$ cat src/rtl/gnss_acq_pkg.sv
// Shared acquisition definitions: default datapath widths and the Doppler
// sweep controller state encoding.
package gnss_acq_pkg;

    localparam int OMEGA_W  = 10;
    localparam int DWELL_W  = 16;
    localparam int BIN_W    = 8;
    localparam int ENERGY_W = 24;

    typedef enum logic [2:0] {
        IDLE,
        LOAD,
        DWELL,
        WAIT_E,
        NEXT,
        DONE
    } sched_state_t;

endpackage

$ cat src/rtl/acq_peak_tracker.sv
// Peak tracker: holds the best energy and its tag (value and index) using a strict
// greater-than compare, so the earliest candidate wins a tie.
module acq_peak_tracker #(
    parameter int VAL_W    = 10,
    parameter int IDX_W    = 8,
    parameter int ENERGY_W = 24
) (
    input  logic                clk,
    input  logic                rst,
    input  logic                clear,
    input  logic                update,
    input  logic                force_update,
    input  logic [ENERGY_W-1:0] energy,
    input  logic [VAL_W-1:0]    tag_val,
    input  logic [IDX_W-1:0]    tag_idx,
    output logic [ENERGY_W-1:0] best_energy,
    output logic [VAL_W-1:0]    best_val,
    output logic [IDX_W-1:0]    best_idx
);

    // NOTE: registers update with non-blocking assignments only; blocking here would race other flops.
    always_ff @(posedge clk or negedge rst) begin
        if (!rst) begin
            best_energy <= '0;
            best_val    <= '0;
            best_idx    <= '0;
        end else if (clear) begin
            best_energy <= '0;
            best_val    <= '0;
            best_idx    <= '0;
        end else if (update && (force_update || energy > best_energy)) begin
            best_energy <= energy;
            best_val    <= tag_val;
            best_idx    <= tag_idx;
        end
    end

endmodule

$ cat src/rtl/doppler_search_sched.sv
// Doppler-bin sweep controller: steps the NCO frequency word per bin, gates the
// correlator for a fixed dwell, and tracks the peak-energy bin.
// Optional early stop on energy threshold: define DOPPLER_SCHED_THRESH_EN.
module doppler_search_sched #(
    parameter int OMEGA_W  = gnss_acq_pkg::OMEGA_W,
    parameter int DWELL_W  = gnss_acq_pkg::DWELL_W,
    parameter int BIN_W    = gnss_acq_pkg::BIN_W,
    parameter int ENERGY_W = gnss_acq_pkg::ENERGY_W
) (
    input  logic                clk,
    input  logic                rst,
    input  logic                start,
    input  logic [OMEGA_W-1:0]  omega_start,
    input  logic [OMEGA_W-1:0]  omega_step,
    input  logic [BIN_W-1:0]    num_bins,
    input  logic [DWELL_W-1:0]  dwell_len,
    input  logic                sample_en,
    input  logic [ENERGY_W-1:0] energy,
    input  logic                energy_valid,
`ifdef DOPPLER_SCHED_THRESH_EN
    input  logic [ENERGY_W-1:0] thresh,
`endif
    output logic [OMEGA_W-1:0]  omega,
    output logic                nco_clear,
    output logic                acc_clear,
    output logic                acc_en,
    output logic                busy,
    output logic                done,
    output logic [OMEGA_W-1:0]  best_omega,
    output logic [BIN_W-1:0]    best_idx,
    output logic [ENERGY_W-1:0] best_energy
);

    import gnss_acq_pkg::*;

    sched_state_t       state, state_nxt;
    logic [OMEGA_W-1:0] omega_q, step_q;
    logic [BIN_W-1:0]   idx_q, last_idx_q;
    logic [DWELL_W-1:0] cnt_q, dwell_last_q;
    logic               accept, e_take, last_bin, dwell_end, thresh_hit;

    assign accept    = (state == IDLE) && start;
    assign e_take    = (state == WAIT_E) && energy_valid;
    assign last_bin  = (idx_q == last_idx_q);
    assign dwell_end = sample_en && (cnt_q == dwell_last_q);

`ifdef DOPPLER_SCHED_THRESH_EN
    logic [ENERGY_W-1:0] thresh_q;
    assign thresh_hit = (energy >= thresh_q);
`else
    assign thresh_hit = 1'b0;
`endif

    always_ff @(posedge clk or negedge rst) begin
        if (!rst) state <= IDLE;
        else      state <= state_nxt;
    end

    // NOTE: state_nxt takes its default before the case so no latch is inferred.
    always_comb begin
        state_nxt = state;
        case (state)
            IDLE:    if (start) state_nxt = LOAD;
            LOAD:    state_nxt = DWELL;
            DWELL:   if (dwell_end) state_nxt = WAIT_E;
            WAIT_E:  if (energy_valid) state_nxt = (last_bin || thresh_hit) ? DONE : NEXT;
            NEXT:    state_nxt = LOAD;
            DONE:    state_nxt = IDLE;
            default: state_nxt = IDLE;
        endcase
    end

    // Zero counts are folded to one here so the run-time compares stay simple.
    always_ff @(posedge clk or negedge rst) begin
        if (!rst) begin
            omega_q      <= '0;
            step_q       <= '0;
            idx_q        <= '0;
            last_idx_q   <= '0;
            cnt_q        <= '0;
            dwell_last_q <= '0;
`ifdef DOPPLER_SCHED_THRESH_EN
            thresh_q     <= '0;
`endif
        end else begin
            case (state)
                IDLE: if (start) begin
                    omega_q      <= omega_start;
                    step_q       <= omega_step;
                    idx_q        <= '0;
                    last_idx_q   <= (num_bins == '0) ? '0 : num_bins - BIN_W'(1);
                    dwell_last_q <= (dwell_len == '0) ? '0 : dwell_len - DWELL_W'(1);
`ifdef DOPPLER_SCHED_THRESH_EN
                    thresh_q     <= thresh;
`endif
                end
                LOAD:  cnt_q <= '0;
                DWELL: if (sample_en && !dwell_end) cnt_q <= cnt_q + DWELL_W'(1);
                NEXT: begin
                    omega_q <= omega_q + step_q;
                    idx_q   <= idx_q + BIN_W'(1);
                end
                default: ;
            endcase
        end
    end

    assign omega     = omega_q;
    assign nco_clear = (state == LOAD);
    assign acc_clear = (state == LOAD);
    assign acc_en    = (state == DWELL) && sample_en;
    assign busy      = (state != IDLE);
    assign done      = (state == DONE);

    acq_peak_tracker #(
        .VAL_W    (OMEGA_W),
        .IDX_W    (BIN_W),
        .ENERGY_W (ENERGY_W)
    ) u_peak (
        .clk          (clk),
        .rst          (rst),
        .clear        (accept),
        .update       (e_take),
        .force_update ((idx_q == '0) || thresh_hit),
        .energy       (energy),
        .tag_val      (omega_q),
        .tag_idx      (idx_q),
        .best_energy  (best_energy),
        .best_val     (best_omega),
        .best_idx     (best_idx)
    );

endmodule

$ cat config.mk
export PLATFORM = sky130hd
export DESIGN_NAME = doppler_search_sched
export DESIGN_NICKNAME = d
export VERILOG_FILES = /design/src/rtl/gnss_acq_pkg.sv /design/src/rtl/acq_peak_tracker.sv /design/src/rtl/doppler_search_sched.sv
export SDC_FILE = /design/constraint.sdc
export NUM_CORES = 1
export LEC_CHECK = 0
export ABC_AREA = 0
export BUFFER_PORTS_ARGS = -buffer_cell sky130_fd_sc_hd__buf_2
export CELL_PAD_IN_SITES_DETAIL_PLACEMENT = 0
export CELL_PAD_IN_SITES_GLOBAL_PLACEMENT = 1
export CORE_MARGIN = 1
export CORE_UTILIZATION = 42
export CTS_CLUSTER_SIZE = 30
export DETAILED_ROUTE_END_ITERATION = 8
export PLACE_DENSITY_LB_ADDON = 0.1
export SYNTH_ARGS = -nofsm -noshare
export SYNTH_HDL_FRONTEND = slang
export SYNTH_SLANG_ARGS = --single-unit
$ cat constraint.sdc
create_clock -name clk -period 3.1 [get_ports clk]
set_clock_uncertainty 0.05 [all_clocks]
set_input_delay 0 -clock clk [delete_from_list [all_inputs] [get_ports clk]]
set_output_delay 0 -clock clk [all_outputs]
set_load 0.01 [all_outputs]
==> results of run 1 <==
[power by group]
part / internal (mW) / leakage, nW / switching, mW
sequential: 2.01 / 1.48 / 0.474
clock: 1.27 / 0.285 / 0.686
combinational: 1.28 / 2.45 / 1.54
total: 4.57 / 4.22 / 2.70
[critical path, cell delays in order]
cell	delay, ns
dlygate4sd3_1	0.54
buf_2	0.15
or4_4	0.52
or3_4	0.35
or3_4	0.40
o31ai_4	0.26
buf_12	0.16
o21ai_0	0.09
dlygate4sd3_1	0.57
[cells by family after synthesis]
logic type / synth area share, %
buf+inv: 6.450
fa+ha+maj: 7.907
flops: 45.13
simple gates: 18.99
xor+xnor: 8.387
compound gates: 12.64
mux: 0.4992
[worst paths after layout]
path,startpoint,to,depth (start not counted)
setup / recovery,dwell_len[9],dwell_last_q[8],9
hold / removal,start,state[0],5
setup reg to reg,u_peak.best_energy[22],u_peak.best_energy[12],10
hold reg to reg,step_q[4],step_q[4],2
max in group asynchronous,rst,idx_q[5],3
min in group asynchronous,rst,cnt_q[3],2
[metrics by stage]
stage / utilization (%) / setup slack (ns) / power, mW / instance area (µm²) / hold slack, ns
after detailed placement: 48.98 / 0.3779 / 5.162 / 7119 / 0.1133
after global placement: 48.98 / 0.5029 / 5.075 / 7119 / 0.1045
final: 59.21 / 0.3070 / 7.265 / 8606 / 0.1352
after floorplan: - / 0.7080 / 4.193 / 6266 / -0.3456
after CTS: 59.00 / 0.1933 / 7.302 / 8576 / 0.1199
after global routing: 59.21 / 0.1174 / 7.862 / 8606 / 0.1740
[what timing repair did]
action / in CTS / in global routing
endpoints found under the setup margin: 0 / 2
buffers inserted: 0 / 2
hold buffers: 87 / 0
gates resized for setup: 0 / 0
endpoints found under the hold margin: 133 / 0
[sequential cells by signal, indices dropped and copies added (netlist names)]
register / cells
state: 3
u_peak.best_energy: 24
dwell_last_q: 16
cnt_q: 16
last_idx_q: 8
u_peak.best_idx: 8
step_q: 10
idx_q: 8
u_peak.best_val: 10
omega: 10
[cells in the final DEF, fill, tap and decap left out, types with 33 or more instances in the layout]
master	n
xnor2_1	33
ha_1	38
dfrtp_1	113
nand3_1	60
buf_2	128
inv_1	74
o21ai_0	85
nand2_1	72
nor2_1	36
dlygate4sd3_1	87
[per-layer routing]
layer / global-route usage [%] / part of all wire, % / vias up
li1: - / - / 2819
met1: 30.36 / 47 / 2692
met2: 35.91 / 47 / 127
met3: 5.815 / 4.2 / 25
met4: 9.375 / 1.8 / 0
met5: 0 / 0 / -
[cell type report]
| cell class | instances | area, µm² | share of cell area (%) |
|---|---|---|---|
| diodes | 1 | 2.502 | 0.02908 |
| clock buffers | 20 | 446.7 | 5.190 |
| clock inverters | 11 | 138.9 | 1.614 |
| inverters | 74 | 277.8 | 3.228 |
| multi-input cells | 481 | 3043 | 35.36 |
| flip-flops and latches | 113 | 2828 | 32.86 |
| well taps | 184 | 230.2 | 2.675 |
| repair buffers | 227 | 1639 | 19.05 |
==> out/metrics.cfg, run 1 <==
[global_route]
grt_usage_pct=23.00
antenna_found_initial=1
grt_pass1_wl_mm=26.77
grt_max_degree=64
gr-total-overflow=0
first_global_vias=5515

[timing]
rsz0062_at_grt=false
fin_crit_sh_pct=90.10
maxSlewViolCount=0
fin_crit_ns=2.793
slew_headroom_pct=43.81
worst_pin_slew_ns=0.8429
setup_viol=0
hold_viol_final=0
fmax_mhz=358.0
tns_ns=0

[synthesis]
synth_seq_cells=113
synth_seq_area_share_pct=45.13
syn_inst=697
synthArstFlopShare_pct=100.0
synth_edf_count=0
syn_nets=809
synth_area_leader_cell=dfrtp_1
synth_top_area_share_pct=45.13
synth.most_common_cell=dfrtp_1
synth_common_cells=113 x dfrtp_1, 85 x o21ai_0, 74 x inv_1
ys_types=46
ys_top_cells_by_area=dfrtp_1 45%, ha_1 7.6%, o21ai_0 6.8%, nand3_1 4.8%, xnor2_1 4.6%
ys_warn_count=0
ys.flop_type=dfrtp_1
syn_area_per_cell_um2=8.990
syn-cell-area_mm2=0.006266

[routing]
drtIter0Drc=270
wl_per_cell_um=14.86
drtAntennaViolNets=0
drt_pass1_iterations=4
via_per_inst=5.097
num_vias=5663
drc_errors=0
finalWirelength_mm=16.50

[place]
dpl.cell_count=990
hpwlAfterDp_mm=11.25
place.gp.congestion=0.8172
port_buffers=129

[floorplanning]
fp.dieW_um=124.1
start_util_pct=43.11
core_area_mm2=0.01453
die_y_um=124.1
io_pins=130
die_area_mm2=0.01541
num_rows=44

[power_and_ir_drop]
power_leakage_nw=4.219
ir_drop_v=0.0004795
pwr_density_cell_mw_per_mm2=844.2

[worst_setup_path]
arrival_ns=3.04
worst_setup_path_start_kind=input pin
crit_fanout=13
r2r_slack_ns=0.35
critPathCaptureType=register
crit_type=in -> reg
worst_ep_required_time_ns=3.35

[cts]
cts_tree=yes
cts_buffer_depth=2
worstSkewPairLatency_ns=0.42
cts_num_sinks=113
htreeDepth=4
clock-root-buffer=clkbuf_16
clk_pin_slew_ns=0.05
cts_made_buffers=17

[final_layout]
fillers=1339
drive_gt1_share_pct=19.22
finalNetCount=1026
syn_to_final_growth_pct=37.34
fin_cells=1111

[job]
cap_viol_max_count=0

[min_path]
hold_path.class=in -> reg

[outcome]
outcome=completed

(Power assumes the default switching activity.)
==> run 2: changes to the inputs <==
PLACE_DENSITY = 0.82   (was unset)
PLACE_DENSITY_LB_ADDON = unset   (was 0.1)
==> out/metrics.cfg, run 2 (synthesis results as in run 1) <==
[final_layout]
design_area_mm2=0.008529  ; was 0.008606 mm²
mostFrequentLayoutCell=buf_2  ; unchanged
top_register=u_peak.best_energy  ; unchanged
syn_to_final_growth_pct=36.12  ; was 37.34%
layout_common_cells=128 x buf_2, 113 x dfrtp_1, 85 x o21ai_0  ; was 128 x buf_2, 113 x dfrtp_1, 87 x dlygate4sd3_1
finalNetCount=1018  ; was 1,026
largest_reg_flops=24  ; unchanged
antennaDiodeCount=0  ; was 1
drive_gt1_share_pct=19.15  ; was 19.22%
fin_util_pct=58.69  ; was 59.21%
reg_top3=u_peak.best_energy (24), cnt_q (16), dwell_last_q (16)  ; unchanged

[worst_setup_path]
crit_chain=inv_1, ha_1, and3_1, a221oi_1, nor2b_1, nor4_1, a221o_2, buf_4, nand3_1, o21ai_0  ; was dlygate4sd3_1, buf_2, or4_4, or3_4, or3_4, o31ai_4, buf_12, o21ai_0, dlygate4sd3_1
crit_fanout=38  ; was 13
worst_ep_required_time_ns=3.36  ; was 3.35 ns
worstRegToRegCells=10  ; unchanged
r2r_slack_ns=0.41  ; was 0.35 ns
critPathCaptureType=register  ; unchanged
worst_setup_path_start_kind=register  ; was input pin
crit_family=compound AO/OA/AOI/OAI gates  ; was buffers and inverters
cpMaxStageDelayCell=dfrtp_1  ; was dlygate4sd3_1
crit_buf_inv=2  ; was 4
r2r-start=u_peak.best_energy[10]  ; was u_peak.best_energy[22]
crit_type=reg -> reg  ; was in -> reg
slowest_delay_ns=0.39  ; was 0.57 ns
r2r_end=u_peak.best_energy[11]  ; was u_peak.best_energy[12]
arrival_ns=2.95  ; was 3.04 ns

[timing]
setup_viol=0  ; unchanged
maxSlewViolCount=0  ; unchanged
fin_crit_ns=2.689  ; was 2.793 ns
tns_ns=0  ; unchanged
hold_viol_final=0  ; unchanged
slew_headroom_pct=23.37  ; was 43.81%
worst_pin_slew_ns=1.145  ; was 0.8429 ns
rsz0062_at_grt=false  ; unchanged
fin_crit_sh_pct=86.74  ; was 90.10%
whs_ns=0.09161  ; was 0.1352 ns
fmax_mhz=371.9  ; was 358.0 MHz

[cts]
clock-root-buffer=clkbuf_16  ; unchanged
ctsResizeCount=0  ; unchanged
cts_buffer_depth=2  ; unchanged
htreeDepth=4  ; unchanged
cts_made_buffers=17  ; unchanged
clk_pin_slew_ns=0.05  ; about the same
worstSkewPairLatency_ns=0.41  ; was 0.42 ns
cts_setup_buffers=0  ; unchanged
cts_tree=yes  ; unchanged
cts_hold_buffers=82  ; was 87
cts_num_sinks=113  ; unchanged

[global_route]
gr-usage-met1_pct=28.60  ; was 30.36%
first_global_vias=5617  ; was 5,515
antenna_found_initial=0  ; was 1
grt_usage_pct=22.47  ; was 23.00%
top_usage_layer=met2  ; unchanged
grt_pass1_wl_mm=26.75  ; was 26.77 mm
use_met3_pct=4.808  ; was 5.815%
grt_use_met2_pct=37.02  ; was 35.91%
grt_max_degree=114  ; was 64
gr-total-overflow=0  ; unchanged

[power_and_ir_drop]
pwr_density_cell_mw_per_mm2=845.6  ; was 844.2 mW/mm²
power_mw=7.212  ; was 7.265 mW
power_leakage_nw=4.188  ; was 4.219 nW
ir_drop_v=0.0004640  ; was 0.0004795 V

[routing]
drt_pass1_iterations=4  ; unchanged
via_per_inst=5.143  ; was 5.097
num_vias=5673  ; was 5,663
finalWirelength_mm=16.28  ; was 16.50 mm
drc_errors=0  ; unchanged
drtIter0Drc=291  ; was 270
drtAntennaViolNets=0  ; unchanged
wl_per_cell_um=14.76  ; was 14.86 µm

[floorplanning]
fp.dieW_um=124.1  ; unchanged
die_area_mm2=0.01541  ; unchanged
die_y_um=124.1  ; unchanged
core_area_mm2=0.01453  ; unchanged
start_util_pct=43.11  ; unchanged
num_rows=44  ; unchanged
io_pins=130  ; unchanged

[job]
cap_viol_max_count=0  ; unchanged

[min_path]
hold_path.class=in -> reg  ; unchanged
holdPathEnd=cnt_q[11]  ; was state[0]
hp-start=sample_en  ; was start
holdPathStages=5  ; unchanged

[place]
place.gp.congestion=0.8395  ; was 0.8172
placed_cell_area_mm2=0.007112  ; was 0.007119 mm²
hpwlAfterDp_mm=11.21  ; was 11.25 mm
port_buffers=129  ; unchanged

[outcome]
outcome=completed  ; unchanged

[run 2: final cells by class]
class / instances / area [µm²]
inverters: 74 / 277.8
flip-flops and latches: 113 / 2828
clock buffers: 21 / 460.4
multi-input cells: 481 / 3043
clock inverters: 11 / 136.4
repair buffers: 219 / 1554
fillers: 1278 / 6005
well taps: 184 / 230.2
[run 2: worst max path at each step]
stage	startpoint	end	slack, ns	depth (start not counted)
final	u_peak.best_energy[10]	u_peak.best_energy[11]	0.41	10
after global routing	cnt_q[3]	state[0]	0.17	8
after detailed placement	u_peak.best_energy[10]	u_peak.best_energy[11]	0.45	10
after global placement	u_peak.best_energy[10]	u_peak.best_energy[16]	0.57	10
after floorplan	u_peak.best_energy[11]	u_peak.best_energy[23]	0.71	11
after CTS	u_peak.best_energy[10]	u_peak.best_energy[11]	0.39	10
[run 2: per-layer routing]
layer  wire length (µm)  share of wire [%]  up-vias
met4                374                2.3        0
li1                   -                  -     2802
met5                  0                  0        -
met2               7747                 48      161
met3                769                4.7       31
met1               7383                 45     2679
[run 2: worst min-delay path, cell delays in order]
cell and delay (ns):
buf_2 0.11, nand3b_1 0.15, nor4_1 0.10, xnor2_1 0.13, nor2_1 0.04
[run 2: per-stage QoR]
step	setup WS, ns	instances
final	0.4112	1103
after global routing	0.1696	1103
after CTS	0.3899	1103
after detailed placement	0.4509	989
after global placement	0.5658	989
after floorplan	0.7080	697
[run 2: power by group]
group	internal, mW	switching (mW)
clock	1.30	0.676
sequential	2.01	0.485
combinational	1.22	1.53
